<file path="config.mk">
export PLATFORM = sky130hd
export DESIGN_NAME = mem_arbiter
export DESIGN_NICKNAME = d
export VERILOG_FILES = /design/src/rtl/mem_arb_pkg.sv /design/src/rtl/mem_arb_prio.sv /design/src/rtl/mem_arbiter.sv
export SDC_FILE = /design/constraint.sdc
export NUM_CORES = 1
export LEC_CHECK = 0
export CAP_MARGIN = 25
export CORE_UTILIZATION = 40
export CTS_CLUSTER_SIZE = 8
export DETAILED_ROUTE_END_ITERATION = 10
export HOLD_SLACK_MARGIN = 0.1
export PLACE_DENSITY = 0.79
export SKIP_LAST_GASP = 1
export SLEW_MARGIN = 10
export SYNTH_ARGS = -nofsm -noshare
export SYNTH_HDL_FRONTEND = slang
export SYNTH_SLANG_ARGS = --single-unit
</file>
<file path="constraint.sdc">
create_clock -name Clk -period 3.6 [get_ports Clk]
set_clock_uncertainty 0.1 [all_clocks]
set_input_delay 0.9 -clock Clk [delete_from_list [all_inputs] [get_ports Clk]]
set_output_delay 0.9 -clock Clk [all_outputs]
set_load 0.005 [all_outputs]
</file>
<file path="src/rtl/mem_arb_pkg.sv">
// Shared types and constants for the two-port memory arbiter.
// Optional feature macro: ROUND_ROBIN_EN (see mem_arb_prio).
package mem_arb_pkg;

  typedef enum logic [1:0] {
    S_IDLE  = 2'd0,
    S_ISSUE = 2'd1,
    S_WAIT  = 2'd2,
    S_DONE  = 2'd3
  } arb_state_e;

  localparam logic PORT0 = 1'b0;
  localparam logic PORT1 = 1'b1;

  localparam int RD_LAT_MIN = 1;
  localparam int RD_LAT_MAX = 4;

  // Wide enough for RD_LAT_MAX-2, the largest wait reload value.
  localparam int WAIT_CNT_W = 2;

  // Keeps an out-of-range latency parameter inside the legal window.
  function automatic int clamp_lat(input int lat);
    if (lat < RD_LAT_MIN) return RD_LAT_MIN;
    if (lat > RD_LAT_MAX) return RD_LAT_MAX;
    return lat;
  endfunction

endpackage

</file>
<file path="src/rtl/mem_arb_prio.sv">
// Grant selection for the two request ports.
// ROUND_ROBIN_EN: favoured-port pointer; otherwise port 0 fixed priority.
module mem_arb_prio
  import mem_arb_pkg::*;
(
`ifdef ROUND_ROBIN_EN
  input  logic Clk,
  input  logic Reset,
  input  logic upd_i,
  input  logic served_i,
`endif
  input  logic req0,
  input  logic req1,
  output logic any_o,
  output logic winner_o
);

  logic fav;

`ifdef ROUND_ROBIN_EN
  logic ptr_q;

  // Pointer favours the port that was not served in the last DONE.
  always_ff @(posedge Clk or negedge Reset) begin
    if (!Reset) begin
      ptr_q <= PORT0;
    end else if (upd_i) begin
      ptr_q <= ~served_i;
    end
  end

  assign fav = ptr_q;
`else
  assign fav = PORT0;
`endif

  assign any_o = req0 | req1;

  // Winner decode; contention resolved by the favoured port.
  always_comb begin
    winner_o = PORT0;
    unique case (1'b1)
      (req0 && req1):  winner_o = fav;
      (req1 && !req0): winner_o = PORT1;
      default:         winner_o = PORT0;
    endcase
  end

endmodule

</file>
<file path="src/rtl/mem_arbiter.sv">
// Two-port single-memory arbiter: IDLE/ISSUE/WAIT/DONE transaction FSM.
// ROUND_ROBIN_EN selects round-robin instead of fixed port-0 priority.
module mem_arbiter
  import mem_arb_pkg::*;
#(
  parameter int ADDR_W = 8,
  parameter int DATA_W = 8,
  parameter int RD_LAT = 2
)(
  input  logic              Clk,
  input  logic              Reset,
  input  logic              req0,
  input  logic              req1,
  input  logic              we0,
  input  logic              we1,
  input  logic [ADDR_W-1:0] addr0,
  input  logic [ADDR_W-1:0] addr1,
  input  logic [DATA_W-1:0] wdata0,
  input  logic [DATA_W-1:0] wdata1,
  output logic              gnt0,
  output logic              gnt1,
  output logic              ack0,
  output logic              ack1,
  output logic [DATA_W-1:0] rdata,
  output logic [ADDR_W-1:0] mem_addr,
  output logic [DATA_W-1:0] mem_wdata,
  output logic              mem_we,
  input  logic [DATA_W-1:0] mem_rdata,
  output logic              busy
);

  localparam int LAT = clamp_lat(RD_LAT);
  localparam logic [WAIT_CNT_W-1:0] WAIT_LOAD =
    WAIT_CNT_W'((LAT > 1) ? LAT - 2 : 0);

  arb_state_e state_q;

  logic                  port_q;
  logic                  we_q;
  logic [WAIT_CNT_W-1:0] cnt_q;
  logic                  gnt0_q;
  logic                  gnt1_q;
  logic                  ack0_q;
  logic                  ack1_q;
  logic                  busy_q;
  logic                  mem_we_q;
  logic [ADDR_W-1:0]     mem_addr_q;
  logic [DATA_W-1:0]     mem_wdata_q;
  logic [DATA_W-1:0]     rdata_q;

  logic              any_req;
  logic              win;
  logic              sel_we;
  logic [ADDR_W-1:0] sel_addr;
  logic [DATA_W-1:0] sel_wdata;

  mem_arb_prio u_prio (
`ifdef ROUND_ROBIN_EN
    .Clk      (Clk),
    .Reset    (Reset),
    .upd_i    (state_q == S_DONE),
    .served_i (port_q),
`endif
    .req0     (req0),
    .req1     (req1),
    .any_o    (any_req),
    .winner_o (win)
  );

  // Route the winning port's request fields to the latch.
  always_comb begin
    sel_we    = we0;
    sel_addr  = addr0;
    sel_wdata = wdata0;
    if (win == PORT1) begin
      sel_we    = we1;
      sel_addr  = addr1;
      sel_wdata = wdata1;
    end
  end

  // Transaction FSM; every output is a register updated here.
  always_ff @(posedge Clk or negedge Reset) begin
    if (!Reset) begin
      state_q     <= S_IDLE;
      port_q      <= PORT0;
      we_q        <= 1'b0;
      cnt_q       <= '0;
      gnt0_q      <= 1'b0;
      gnt1_q      <= 1'b0;
      ack0_q      <= 1'b0;
      ack1_q      <= 1'b0;
      busy_q      <= 1'b0;
      mem_we_q    <= 1'b0;
      mem_addr_q  <= '0;
      mem_wdata_q <= '0;
      rdata_q     <= '0;
    end else begin
      ack0_q <= 1'b0;
      ack1_q <= 1'b0;
      unique case (state_q)
        S_IDLE: begin
          if (any_req) begin
            state_q     <= S_ISSUE;
            port_q      <= win;
            we_q        <= sel_we;
            mem_addr_q  <= sel_addr;
            mem_wdata_q <= sel_wdata;
            mem_we_q    <= sel_we;
            gnt0_q      <= (win == PORT0);
            gnt1_q      <= (win == PORT1);
            busy_q      <= 1'b1;
          end
        end
        S_ISSUE: begin
          mem_we_q <= 1'b0;
          if (we_q || LAT == 1) begin
            state_q <= S_DONE;
            ack0_q  <= (port_q == PORT0);
            ack1_q  <= (port_q == PORT1);
            if (!we_q) begin
              rdata_q <= mem_rdata;
            end
          end else begin
            state_q <= S_WAIT;
            cnt_q   <= WAIT_LOAD;
          end
        end
        S_WAIT: begin
          if (cnt_q == '0) begin
            state_q <= S_DONE;
            ack0_q  <= (port_q == PORT0);
            ack1_q  <= (port_q == PORT1);
            rdata_q <= mem_rdata;
          end else begin
            cnt_q <= cnt_q - 1'b1;
          end
        end
        S_DONE: begin
          state_q     <= S_IDLE;
          gnt0_q      <= 1'b0;
          gnt1_q      <= 1'b0;
          busy_q      <= 1'b0;
          mem_addr_q  <= '0;
          mem_wdata_q <= '0;
        end
        default: begin
          state_q <= S_IDLE;
        end
      endcase
    end
  end

  assign gnt0      = gnt0_q;
  assign gnt1      = gnt1_q;
  assign ack0      = ack0_q;
  assign ack1      = ack1_q;
  assign busy      = busy_q;
  assign mem_we    = mem_we_q;
  assign mem_addr  = mem_addr_q;
  assign mem_wdata = mem_wdata_q;
  assign rdata     = rdata_q;

endmodule

</file>
Yosys cells after proc, flatten, opt, wreduce, memory -nomap -nowiden
Index checks and enable logic that the tools add are counted.
{ "op_classes": {"reduce_logical": 13, "n_addsub": 1, "n_mux": 29, "n_bitwise": 3, "eq_ne": 7} }
{ "ops": {"columns": ["op", "count"], "rows": [
  ["8-bit two-way mux", 4],
  ["8-bit one-hot mux with 2 select lines", 2],
  ["1-bit one-hot mux with 2 select lines", 6],
  ["1-bit two-way mux", 11],
  ["2-bit AND reduction", 5],
  ["2-bit two-way mux", 4],
  ["2-bit != test (second input constant)", 4],
  ["2-bit one-hot mux with 4 select lines", 1],
  ["2-bit nonzero test", 3],
  ["2-bit == test (second input constant)", 2],
  ["2-bit logical NOT", 2],
  ["2-bit one-hot mux with 2 select lines", 1],
  ["3-bit AND reduction", 1],
  ["2-bit by 1-bit == test with 1-bit output (second input constant)", 1],
  ["1-bit inverter", 2],
  ["2-bit by 1-bit subtractor with 2-bit output (second input constant)", 1],
  ["1-bit logical AND", 1],
  ["1-bit logical NOT", 1],
  ["1-bit bitwise OR", 1]
]} }
{ "totals": {"regBits": 36, "out_inout_bits": 30} }

Logic depth before layout (Yosys ltp)
Gate-level depths: netlist of run 1.
{ "logic_depth": {"word_depth": 6, "ltp_mapped": 8, "mapped_depth_nobuf": 5} }

Hierarchy
From an unflattened synthesis of run 1, not the netlist that was laid out.
{ "hier_totals": {"cells_unflattened": 153, "area_unflattened_um2": 1849.3} }
{ "by_module_without_submodules": {"columns": ["mod", "cells_per_inst", "area_each_um2", "n_inst"], "rows": [
  ["mem_arbiter", 151, 1836.8, 1],
  ["mem_arb_prio", 2, 12.5, 1]
]} }

Worst setup path after synthesis of run 1
Ideal clock, no wire load.
{ "synth_path": {"kind": "input -> register", "start": "input req0", "end": "register mem_addr_q[6] (netlist: mem_addr[6])", "required_time_ps": 3422, "arrival_ps": 1752, "path_stages": 5, "slack_ps": 1671, "setup_ps": 78, "cell_sequence": "or3b_1 -> buf_6 -> o21ai_4 -> buf_8 -> o2bb2ai_1"} }
{ "synth_between": {"elab_chain_cells": 6, "elab_cells_between_ends": 9} }
{ "synth_rtl": {"columns": ["element", "line_no", "rtl"], "rows": [
  ["start: declaration", "mem_arbiter.sv:12", "input logic req0,"],
  ["1-bit logical NOT", "mem_arb_prio.sv:44", "(req1 && !req0): winner_o = PORT1;"],
  ["1-bit logical AND", "mem_arb_prio.sv:44", null],
  ["1-bit two-way mux", "mem_arb_prio.sv:42", "unique case (1'b1)"],
  ["8-bit two-way mux", "mem_arbiter.sv:75", "if (win == PORT1) begin"],
  ["8-bit two-way mux", "mem_arbiter.sv:103", "if (any_req) begin"],
  ["8-bit one-hot mux with 2 select lines", "mem_arbiter.sv:101", "unique case (state_q)"],
  ["end signal: assignment", "mem_arbiter.sv:107", "mem_addr_q <= sel_addr;"],
  ["end: declaration", "mem_arbiter.sv:47", "logic [ADDR_W-1:0] mem_addr_q;"]
]} }
Parallel ways exist; a longest one is shown, timed or not. The select of a mux whose other input is x is not followed.
A chain may end at the register's enable or synchronous reset.

Final worst setup path of run 1
{ "layout_path": {"start": "input req0", "end": "register mem_wdata_q[5] (netlist: mem_wdata[5])"} }
{ "layout_between": {"elab_chain_cells": 6, "elab_cells_between_ends": 9} }
{ "layout_rtl": {"columns": ["element", "line_no", "rtl"], "rows": [
  ["1-bit logical NOT", "mem_arb_prio.sv:44", null],
  ["1-bit logical AND", "mem_arb_prio.sv:44", null],
  ["1-bit two-way mux", "mem_arb_prio.sv:42", null],
  ["8-bit two-way mux", "mem_arbiter.sv:75", null],
  ["8-bit two-way mux", "mem_arbiter.sv:103", null],
  ["8-bit one-hot mux with 2 select lines", "mem_arbiter.sv:101", null],
  ["end signal: assignment", "mem_arbiter.sv:108", "mem_wdata_q <= sel_wdata;"],
  ["end: declaration", "mem_arbiter.sv:48", "logic [DATA_W-1:0] mem_wdata_q;"]
]} }
Parallel ways exist; a longest one is shown, timed or not. The select of a mux whose other input is x is not followed.

==> implementation parameters, run 1 <==
Parameter                              Value

Status
  Run status ... completed

STA
  RSZ-0062 raised after global routing ... no
  Worst hold slack ... 366 ps
  Max-slew violation total from the final report ... 0
  Crit share post-route ... 0.630
  Period minus WS final ... 2270 ps
  Max Clock Freq ... 441 MHz
  Tightest slew margin relative to the limit ... 0.593
  Total negative slack ... 0 ps
  Total setup violations reported at the end of the flow ... 0
  Final hold vios ... 0
  Transition time at the pin with the least slew margin ... 610 ps

Global route
  All-Layer GR Usage ... 0.187
  Vias in the first global route ... 1292
  Leftover overflow at the end of global routing ... 0
  Number of antenna violations at the first check in global routing ... 0
  Largest net degree at the start of global routing ... 37
  Wire length of the first global-routing pass ... 6020 um

CTS
  Clock buffer depth ... 2
  Clk sink count ... 36
  Num CTS Buffers ... 5
  Number of buffers inserted by post-CTS setup repair ... 0
  Insertion delay to the later sink of the worst-skew pair ... 290 ps
  CTS resizes ... 0
  Deepest level of the CTS H-tree ... 2
  Root Buffer ... sky130_fd_sc_hd__clkbuf_8
  CTS clk-pin slew, worst paths ... 80 ps
  Clock tree from TritonCTS ... yes
  CTS Hold Bufs ... 0

Routing
  Post-DR vias/cell ... 5.13
  Via count ... 1370
  Violation count after the first detailed-routing iteration ... 79
  Post-DRT Antenna Nets ... 0
  Total Wirelength ... 3950 um
  Remaining DRCs ... 0
  Detail-routed net length per standard cell ... 14.8 um
  DR pass1 iterations ... 4

Finish
  Diode count ... 0
  Ratio of cells with drive above 1 in the final layout ... 0.0968
  Fillers ... 345
  Number of cells in the finished layout apart from fillers ... 267
  Final #Nets ... 269
  Synthesis-to-finish area growth ... 50.8%

Pwr
  Gate power share ... 0.485
  Switching Share ... 0.337
  Clock Power Share ... 0.150
  Leak ... 1.07 nW
  Int Power ... 1.25 mW
  Net Switching ... 632 uW
  Worst vdd rail ir drop ... 0.399 mV
  Overall power after layout ... 1.88 mW
  Total power divided by cell area ... 736 nW/um2
  Sequential Power Share ... 0.365

Synth
  Count of cell types in the netlist ... 27
  Total nets after synthesis ... 193
  Mean Syn Cell Area ... 12.1 um2
  Cells taking the most area after synthesis ... sky130_fd_sc_hd__dfrtp_1 53%, sky130_fd_sc_hd__o2bb2ai_1 9.3%, sky130_fd_sc_hd__a22oi_1 7.1%
  Leading area contributor after synthesis ... sky130_fd_sc_hd__dfrtp_1
  Yosys Warn Count ... 0
  Sequential share of the synthesized area ... 0.532
  Top cell type's share of synthesized area ... 0.532
  Flop and latch count out of synthesis ... 36
  Cell count after synthesis ... 140
  Cell area after synthesis ... 1690 um2

Setup path
  Reg-to-reg setup timing slack ... 1540 ps
  Data required time of the worst path ... 3710 ps
  Sort of element at the start of the critical path ... input pin
  Max Fanout on Critical Path ... 17
  RR Startpoint ... state_q[1]
  FF-to-FF path depth ... 5
  Reg-to-reg critical path endpoint ... mem_wdata[5]
  Critical path endpoint ... mem_wdata[5]
  Data arrival time of the critical path ... 2370 ps
  Critical path class ... in2reg
  Endpoint kind of the worst setup timing path ... flip-flop
  Beginning of the critical path ... req0

Die
  Initial cell density of the core ... 0.420
  IO Count ... 76
  Core footprint ... 4030 um2
  Vertical die dimension ... 67.1 um
  Area enclosed by the die boundary ... 4500 um2
  Chip Width ... 67.1 um
  Cell row count ... 23

Worst hold path
  WHS Path Cells ... 1
  Path type of the worst min-delay path ... reg2reg

Place
  Placer's final routability congestion estimate ... 0.726
  Number of placed cells counting well taps ... 259
  Half-perimeter wire length after detailed placement ... 2890 um
  Port-buffer cells ... 75

Job
  Number of violations of the max-capacitance limit ... 0
[flip-flops by register name (all words and copies together), names as in the netlist, 2 cells and up]
name,cells
mem_addr,8
cnt_q,2
rdata,8
mem_wdata,8
state_q,2
[routing by layer]
| metal | vias to the layer above | wire (um) | global-route usage | share of wire |
|---|---|---|---|---|
| met5 | - | 0 | 0 | 0 |
| met4 | 0 | 47 | 0.0798 | 0.012 |
| met1 | 644 | 1750 | 0.237 | 0.44 |
| met2 | 54 | 1790 | 0.285 | 0.45 |
| met3 | 5 | 365 | 0.0651 | 0.092 |
| li1 | 667 | - | - | - |
[cell families after synthesis]
group | synth area share
muxes | 0.0769
adders and majority gates | 0.0517
DFF | 0.532
buffers and inverters | 0.0532
AOI/OAI and AO/OA | 0.212
and+or+nand+nor | 0.0739
[stage by stage]
stage                     setup WS [ps]  cell area, um2   util
after floorplan                    1670            1690      -
after global placement             1100            2460  0.612
after detailed placement           1050            2460  0.612
after CTS                          1350            2550  0.634
after global routing               1250            2550  0.634
final                              1330            2550  0.634
[power by group through the flow]
stage | clock network (mW) | logic, mW | registers [mW]
after floorplan | 0 | 0.493 | 0.694
after global placement | 0 | 0.894 | 0.690
after detailed placement | 0 | 0.916 | 0.695
after CTS | 0.291 | 0.921 | 0.687
after global routing | 0.308 | 1.01 | 0.709
final | 0.282 | 0.910 | 0.685
[worst min-delay path by stage]
| stage | startpoint | endpoint | slack (ps) |
|---|---|---|---|
| final | port_q | ack0 | 370 |
| after global routing | mem_wdata[7] | mem_wdata[7] | 410 |
| after CTS | port_q | ack0 | 380 |
| after detailed placement | port_q | ack0 | 370 |
| after global placement | port_q | ack0 | 360 |
| after floorplan | port_q | ack0 | 330 |
[area by class of cell]
| type | instances | area, um2 | area share |
|---|---|---|---|
| clock inverters | 3 | 18.8 | 0.00735 |
| repair buffers | 78 | 773 | 0.303 |
| well taps | 50 | 62.6 | 0.0245 |
| multi-input cells | 88 | 702 | 0.275 |
| inverters | 7 | 26.3 | 0.0103 |
| clock buffers | 5 | 68.8 | 0.0270 |
| flip-flops and latches | 36 | 901 | 0.353 |
[synth_stat cells]
library cell and instances:
sky130_fd_sc_hd__buf_6 2, sky130_fd_sc_hd__mux2i_1 4, sky130_fd_sc_hd__o31ai_1 1, sky130_fd_sc_hd__or2_2 1
sky130_fd_sc_hd__nand2b_1 2, sky130_fd_sc_hd__dfrtp_1 36, sky130_fd_sc_hd__nor2_1 5, sky130_fd_sc_hd__mux2_2 8
sky130_fd_sc_hd__nor3b_1 3, sky130_fd_sc_hd__buf_8 1, sky130_fd_sc_hd__o21ai_4 1, sky130_fd_sc_hd__and2_1 2
sky130_fd_sc_hd__o21ai_0 4, sky130_fd_sc_hd__nor2b_1 2, sky130_fd_sc_hd__nand3_1 1, sky130_fd_sc_hd__nand2_1 5
sky130_fd_sc_hd__o2bb2ai_1 18, sky130_fd_sc_hd__or3b_1 1, sky130_fd_sc_hd__a22oi_1 16, sky130_fd_sc_hd__a21oi_1 3
sky130_fd_sc_hd__a32o_1 1, sky130_fd_sc_hd__a31oi_1 2, sky130_fd_sc_hd__buf_2 3, sky130_fd_sc_hd__or2b_1 1
sky130_fd_sc_hd__ha_1 7, sky130_fd_sc_hd__clkbuf_1 3, sky130_fd_sc_hd__inv_1 7
[cell usage in the layout, fill, tap and decap left out, drive strengths merged, types with 3 or more instances in the layout]
cell and instances:
clkdlybuf4s50 75, ha 7, nor2 5, dfrtp 36, nor3b 3, mux2i 4, buf 3, clkbuf 5
a22oi 16, inv 7, o21ai 5, o2bb2ai 18, clkinv 3, a21oi 3, mux2 8, nand2 5
[worst max-delay path, stage by stage]
cell                              delay (ps)
sky130_fd_sc_hd__clkdlybuf4s50_1         530
sky130_fd_sc_hd__or3b_1                  520
sky130_fd_sc_hd__o21ai_4                 230
sky130_fd_sc_hd__o2bb2ai_1               180
Power figures use the tool's default switching activity.
==> run 2: changes to the inputs <==
--- a/config.mk
+++ b/config.mk
@@ -6,11 +6,11 @@
 export NUM_CORES = 1
 export LEC_CHECK = 0
 export CAP_MARGIN = 25
-export CORE_UTILIZATION = 40
+export CORE_UTILIZATION = 37
 export CTS_CLUSTER_SIZE = 8
 export DETAILED_ROUTE_END_ITERATION = 10
 export HOLD_SLACK_MARGIN = 0.1
-export PLACE_DENSITY = 0.79
+export PLACE_DENSITY = 0.77
 export SKIP_LAST_GASP = 1
 export SLEW_MARGIN = 10
 export SYNTH_ARGS = -nofsm -noshare
==> constraint.sdc (replaced) <==
create_clock -name Clk -period 2 [get_ports Clk]
set_clock_uncertainty 0.1 [all_clocks]
set_input_delay 0.5 -clock Clk [delete_from_list [all_inputs] [get_ports Clk]]
set_output_delay 0.5 -clock Clk [all_outputs]
set_load 0.005 [all_outputs]
==> run 2 against run 1 <==
Against the previous run: final area rose by 2.3%; hold slack got worse by 220 ps; power rose by 84%; clock power rose by 96%; die area rose by 7.9%; first-iteration DRC count fell by 30%; via count rose by 1.5%; sequential share of layout area fell by 0.79 points; sequential power rose by 81%; largest power group unchanged.
==> implementation parameters, run 2 (synthesis results as in run 1) <==
Parameter                              Value

Status
  Run status ... completed

Routing
  Post-DR vias/cell ... 5.06 (-1.4%)
  Violation count after the first detailed-routing iteration ... 55 (-30%)
  DR pass1 iterations ... 4 (unchanged)
  Total Wirelength ... 3700 um (-6.4%)
  Detail-routed net length per standard cell ... 13.5 um (-9.1%)
  Remaining DRCs ... 0 (unchanged)
  Via count ... 1391 (+1.5%)
  Post-DRT Antenna Nets ... 0 (unchanged)

Finish
  Most frequent standard cell in the layout excluding fill and tap cells ... sky130_fd_sc_hd__clkdlybuf4s50_1
  Final instance area ... 2610 um2 (+2.3%)
  Register area ... 901 um2 (unchanged)
  Synthesis-to-finish area growth ... 54.2%
  Footprint of the multi-input gates ... 702 um2 (unchanged)
  Diode count ... 0 (unchanged)
  Number of cells in the finished layout apart from fillers ... 275 (+3.0%)
  Ratio of cells with drive above 1 in the final layout ... 0.126 (+0.0288)
  Most frequent cells in the layout ... 74 x sky130_fd_sc_hd__clkdlybuf4s50_1, 36 x sky130_fd_sc_hd__dfrtp_1, 18 x sky130_fd_sc_hd__o2bb2ai_1
  Final #Nets ... 276 (+2.6%)
  Post-layout utilization of the core ... 0.596 (-0.0379)
  Fillers ... 377 (+9.3%)

STA
  Worst hold slack ... 149 ps (-217 ps)
  Total setup violations reported at the end of the flow ... 0 (unchanged)
  Transition time at the pin with the least slew margin ... 476 ps (-134 ps)
  Post-route setup slack ... 172 ps (-1160 ps)
  Max-slew violation total from the final report ... 0 (unchanged)
  RSZ-0062 raised after global routing ... no
  Crit share post-route ... 0.914
  Max Clock Freq ... 547 MHz
  Tightest slew margin relative to the limit ... 0.681 (+0.0884)
  Period minus WS final ... 1830 ps
  Final hold vios ... 0 (unchanged)

Die
  Vertical die dimension ... 69.6 um (+3.9%)
  Chip Width ... 69.6 um (+3.9%)
  Core footprint ... 4380 um2 (+8.8%)
  Initial cell density of the core ... 0.386 (-0.0341)
  Area enclosed by the die boundary ... 4850 um2 (+7.9%)
  Cell row count ... 24 (+4.3%)
  IO Count ... 76 (unchanged)

Global route
  All-Layer GR Usage ... 0.173 (-0.0135)
  Number of antenna violations at the first check in global routing ... 0 (unchanged)
  Wire length of the first global-routing pass ... 6610 um (+9.7%)
  Largest net degree at the start of global routing ... 37 (unchanged)
  Leftover overflow at the end of global routing ... 0 (unchanged)
  Vias in the first global route ... 1460 (+13%)

CTS
  Num CTS Buffers ... 5 (unchanged)
  CTS clk-pin slew, worst paths ... 70 ps (about the same)
  Clock tree from TritonCTS ... yes
  Clk sink count ... 36 (unchanged)
  CTS Hold Bufs ... 0 (unchanged)
  Number of buffers inserted by post-CTS setup repair ... 0 (unchanged)
  Root Buffer ... sky130_fd_sc_hd__clkbuf_8
  Insertion delay to the later sink of the worst-skew pair ... 280 ps (about the same)
  Deepest level of the CTS H-tree ... 2 (unchanged)
  Clock buffer depth ... 2 (unchanged)
  CTS resizes ... 0 (unchanged)

Place
  Placed standard-cell area ... 2510 um2 (+2.0%)
  Placer's final routability congestion estimate ... 0.753 (+3.7%)
  Port-buffer cells ... 75 (unchanged)
  Worst setup slack after placement ... -122 ps (-1170 ps)
  Half-perimeter wire length after detailed placement ... 2660 um (-8.0%)
  Number of placed cells counting well taps ... 268 (+3.5%)

Setup path
  Max Fanout on Critical Path ... 17 (unchanged)
  Reg-to-reg setup timing slack ... 170 ps (-1370 ps)
  Largest stage delay on the critical path ... 450 ps (-80 ps)
  Data arrival time of the critical path ... 1940 ps (-430 ps)
  Endpoint kind of the worst setup timing path ... flip-flop
  RR Startpoint ... state_q[0]
  Sort of element at the start of the critical path ... flip-flop
  Critical path class ... reg2reg
  Number of buffer and inverter stages on the critical path ... 1 (unchanged)
  Slowest library cell on the worst path ... sky130_fd_sc_hd__or3b_1
  Delay-heaviest family, CP ... simple AND/OR/NAND/NOR gates
  FF-to-FF path depth ... 5 (unchanged)
  Reg-to-reg critical path endpoint ... mem_addr[0]
  Data required time of the worst path ... 2110 ps (-1600 ps)
  Cell Chain, Critical Path ... inv_1 -> ha_1 -> or3b_1 -> o21ai_4 -> o2bb2ai_1

Worst hold path
  Path type of the worst min-delay path ... in2async

Pwr
  Leak ... 1.10 nW (+3.4%)
  Worst vdd rail ir drop ... 0.719 mV (+80%)
  Total power divided by cell area ... 1320 nW/um2 (+79%)

Job
  Number of violations of the max-capacitance limit ... 0 (unchanged)
## run 2: report_power, final
part / total (mW) / leakage [nW] / internal [mW] / switching (mW)
Sequential: 1.24 / 0.461 / 1.05 / 0.182
Clock: 0.552 / 0.0503 / 0.307 / 0.245
Combinational: 1.66 / 0.591 / 0.986 / 0.672
Total: 3.45 / 1.10 / 2.35 / 1.10
## run 2: layer usage
layer  global-route usage  vias up  routed length [um]
li1                     -      678                   -
met1                0.219      659                1720
met2                0.275       47                1660
met3               0.0625        7                 265
met4               0.0600        0                  55
met5                    0        -                   0
## run 2: worst max-delay path by stage
stage	start	cells past startpoint	to
after detailed placement	req0	6	mem_wdata[5]
after CTS	state_q[0]	5	mem_wdata[2]
after global routing	state_q[0]	5	mem_addr[0]
after floorplan	state_q[0]	8	mem_addr[6]
after global placement	req0	6	mem_wdata[7]
final	state_q[0]	5	mem_addr[0]
## run 2: cell type report
cell class / count / area share
Sequential cell: 36 / 0.345
Timing Repair Buffer: 85 / 0.314
Multi-Input combinational cell: 88 / 0.269
Clock buffer: 7 / 0.0369
Tap cell: 52 / 0.0249
Inverter: 7 / 0.0101
## run 2: metrics by stage
stage | setup TNS (ps) | power (mW)
after global routing | 0 | 3.74
after detailed placement | -1440 | 2.93
final | 0 | 3.45
after global placement | -677 | 2.89
after CTS | 0 | 3.50
after floorplan | 0 | 2.14
## run 2: worst reg2reg max path: stages, from the launching register on
cell	delay (ps)
sky130_fd_sc_hd__dfrtp_1	420
sky130_fd_sc_hd__inv_1	160
sky130_fd_sc_hd__ha_1	220
sky130_fd_sc_hd__or3b_1	450
sky130_fd_sc_hd__o21ai_4	230
sky130_fd_sc_hd__o2bb2ai_1	180
==> run 3: changes to the inputs <==
--- a/config.mk
+++ b/config.mk
@@ -5,7 +5,7 @@
 export SDC_FILE = /design/constraint.sdc
 export NUM_CORES = 1
 export LEC_CHECK = 0
-export CAP_MARGIN = 25
+export CAP_MARGIN = 0
 export CORE_UTILIZATION = 37
 export CTS_CLUSTER_SIZE = 8
 export DETAILED_ROUTE_END_ITERATION = 10
==> results of run 3 <==
Same layout as run 2: the final DEF is identical, and so are final timing and power.
==> RTL change (settings of run 3) <==
Change the parameter `ADDR_W` from 8 to 9.
--- a/src/rtl/mem_arbiter.sv
+++ b/src/rtl/mem_arbiter.sv
@@ -3,7 +3,7 @@
 module mem_arbiter
   import mem_arb_pkg::*;
 #(
-  parameter int ADDR_W = 8,
+  parameter int ADDR_W = 9,
   parameter int DATA_W = 8,
   parameter int RD_LAT = 2
 )(
Ports: changed (resized addr0, addr1 and mem_addr); port bits go from 76 to 79. No check against the original RTL was run, so the function may have changed too.
==> RTL change against run 3 <==
- die area rose by 2.4%
- routed wire length rose by 9.9%
- clock power rose by 39%
- fmax fell by 3.0%
- the flow now finishes with violations (design-rule violations)
- setup slack got worse by 0.057 ns
- non-clock buffer count rose by 1
- core utilization rose by 1.6 points
- critical path depth did not move
- global-route usage fell by 0.38 points
- design area rose by 4.1%
- sequential cell count rose by 1
- total power rose by 9.3%
- synthesized area rose by 2.4%
- largest cell class unchanged
==> RTL change: results (changes against run 3) <==
[run_status]
failed_checks=design-rule violations
status=finished with violations  ; was complete, no violations

[synth]
netlist_top_cells_area=dfrtp_1, o2bb2ai_1, a22oi_1  ; unchanged
synth.ff_latch_count=37  ; was 36
synthTopCellsByCount=dfrtp_1, o2bb2ai_1, a22oi_1  ; unchanged
synthMuxAreaShare_pct=7.50  ; was 7.69%
seq_area_frac_synth_pct=53.4  ; was 53.2%

[pwr]
ir_drop_mv=0.676  ; was 0.719 mV
combPwrFrac_pct=45.9  ; was 48.1%
net-switching-power_w=0.00118  ; was 0.00110 W
p_leak_nw=1.14  ; was 1.10 nW
p_seq_share_pct=33.7  ; was 35.9%

[global_routing]
grt.total_usage_pct=17.0  ; was 17.3%
grt_pass1_wl_microns=6590  ; was 6610 microns
grt_util_met2_pct=26.2  ; was 27.5%
use_met3_pct=4.62  ; was 6.25%
met1_usage_pct=22.8  ; was 21.9%

[detailed_routing]
dr_wl_met3_microns=259  ; was 265 microns
num_vias=1432  ; was 1391
remaining_drc_errors=10  ; was 0
dr.pass1.iters=7  ; was 4
routed-wl-met2_microns=1900  ; was 1660 microns
routed_wl_microns=4060  ; was 3700 microns

[cells_and_area]
postLayoutCellArea_sq_mm=0.00272  ; was 0.00261 sq mm
multi_input_cells=90  ; was 88
final_nets=282  ; was 276
fill_cells=382  ; was 377
drive_above_1_share_pct=12.3  ; was 12.6%
seq_share_pct=34.1  ; was 34.5%
final-clk-cell-share_pct=4.92  ; was 3.69%

[setup_path]
rrSetupSlack_ns=0.12  ; was 0.17 ns
path_max_fanout=18  ; was 17
crit_arrival_ns=1.99  ; was 1.94 ns

[floorplanning]
die-area_sq_mm=0.00496  ; was 0.00485 sq mm

[placed_design]
hpwl_microns=3000  ; was 2660 microns
place_area_sq_mm=0.00258  ; was 0.00251 sq mm
port-buffer-count=78  ; was 75

==> RTL change: cell count changes in the layout (fill, tap and decap cells not counted), sizes merged <==
cell           before  now
clkdlybuf4s50      74   77
buf                11    9
bufinv              0    2
clkbuf              7    5
a22oi              16   17
clkinv              0    1
dfrtp              36   37
o2bb2ai            18   19
==> RTL change: through the flow <==
step                      setup slack [ns]  setup TNS [ns]  total power [W]  hold WS (ns)  std cells
after detailed placement           -0.0780          -0.964          0.00302         0.359        272
after global routing                0.0245               0          0.00400         0.198        280
final                                0.115               0          0.00377         0.145        280
after floorplan                      0.172               0          0.00219         0.104        143
after CTS                           0.0901               0          0.00380         0.166        280
after global placement             -0.0261          -0.445          0.00296         0.352        272
==> RTL change: timing repair <==
item	CTS	global route
hold endpoints to repair	0	0
setup endpoints to repair	0	13
resized for setup	0	1
==> RTL change: critical path: stages, from the launching register on <==
cell and delay, ns:
dfrtp_1 0.42, inv_1 0.16, ha_1 0.23, or3b_1 0.47, o21ai_4 0.25, o2bb2ai_1 0.18
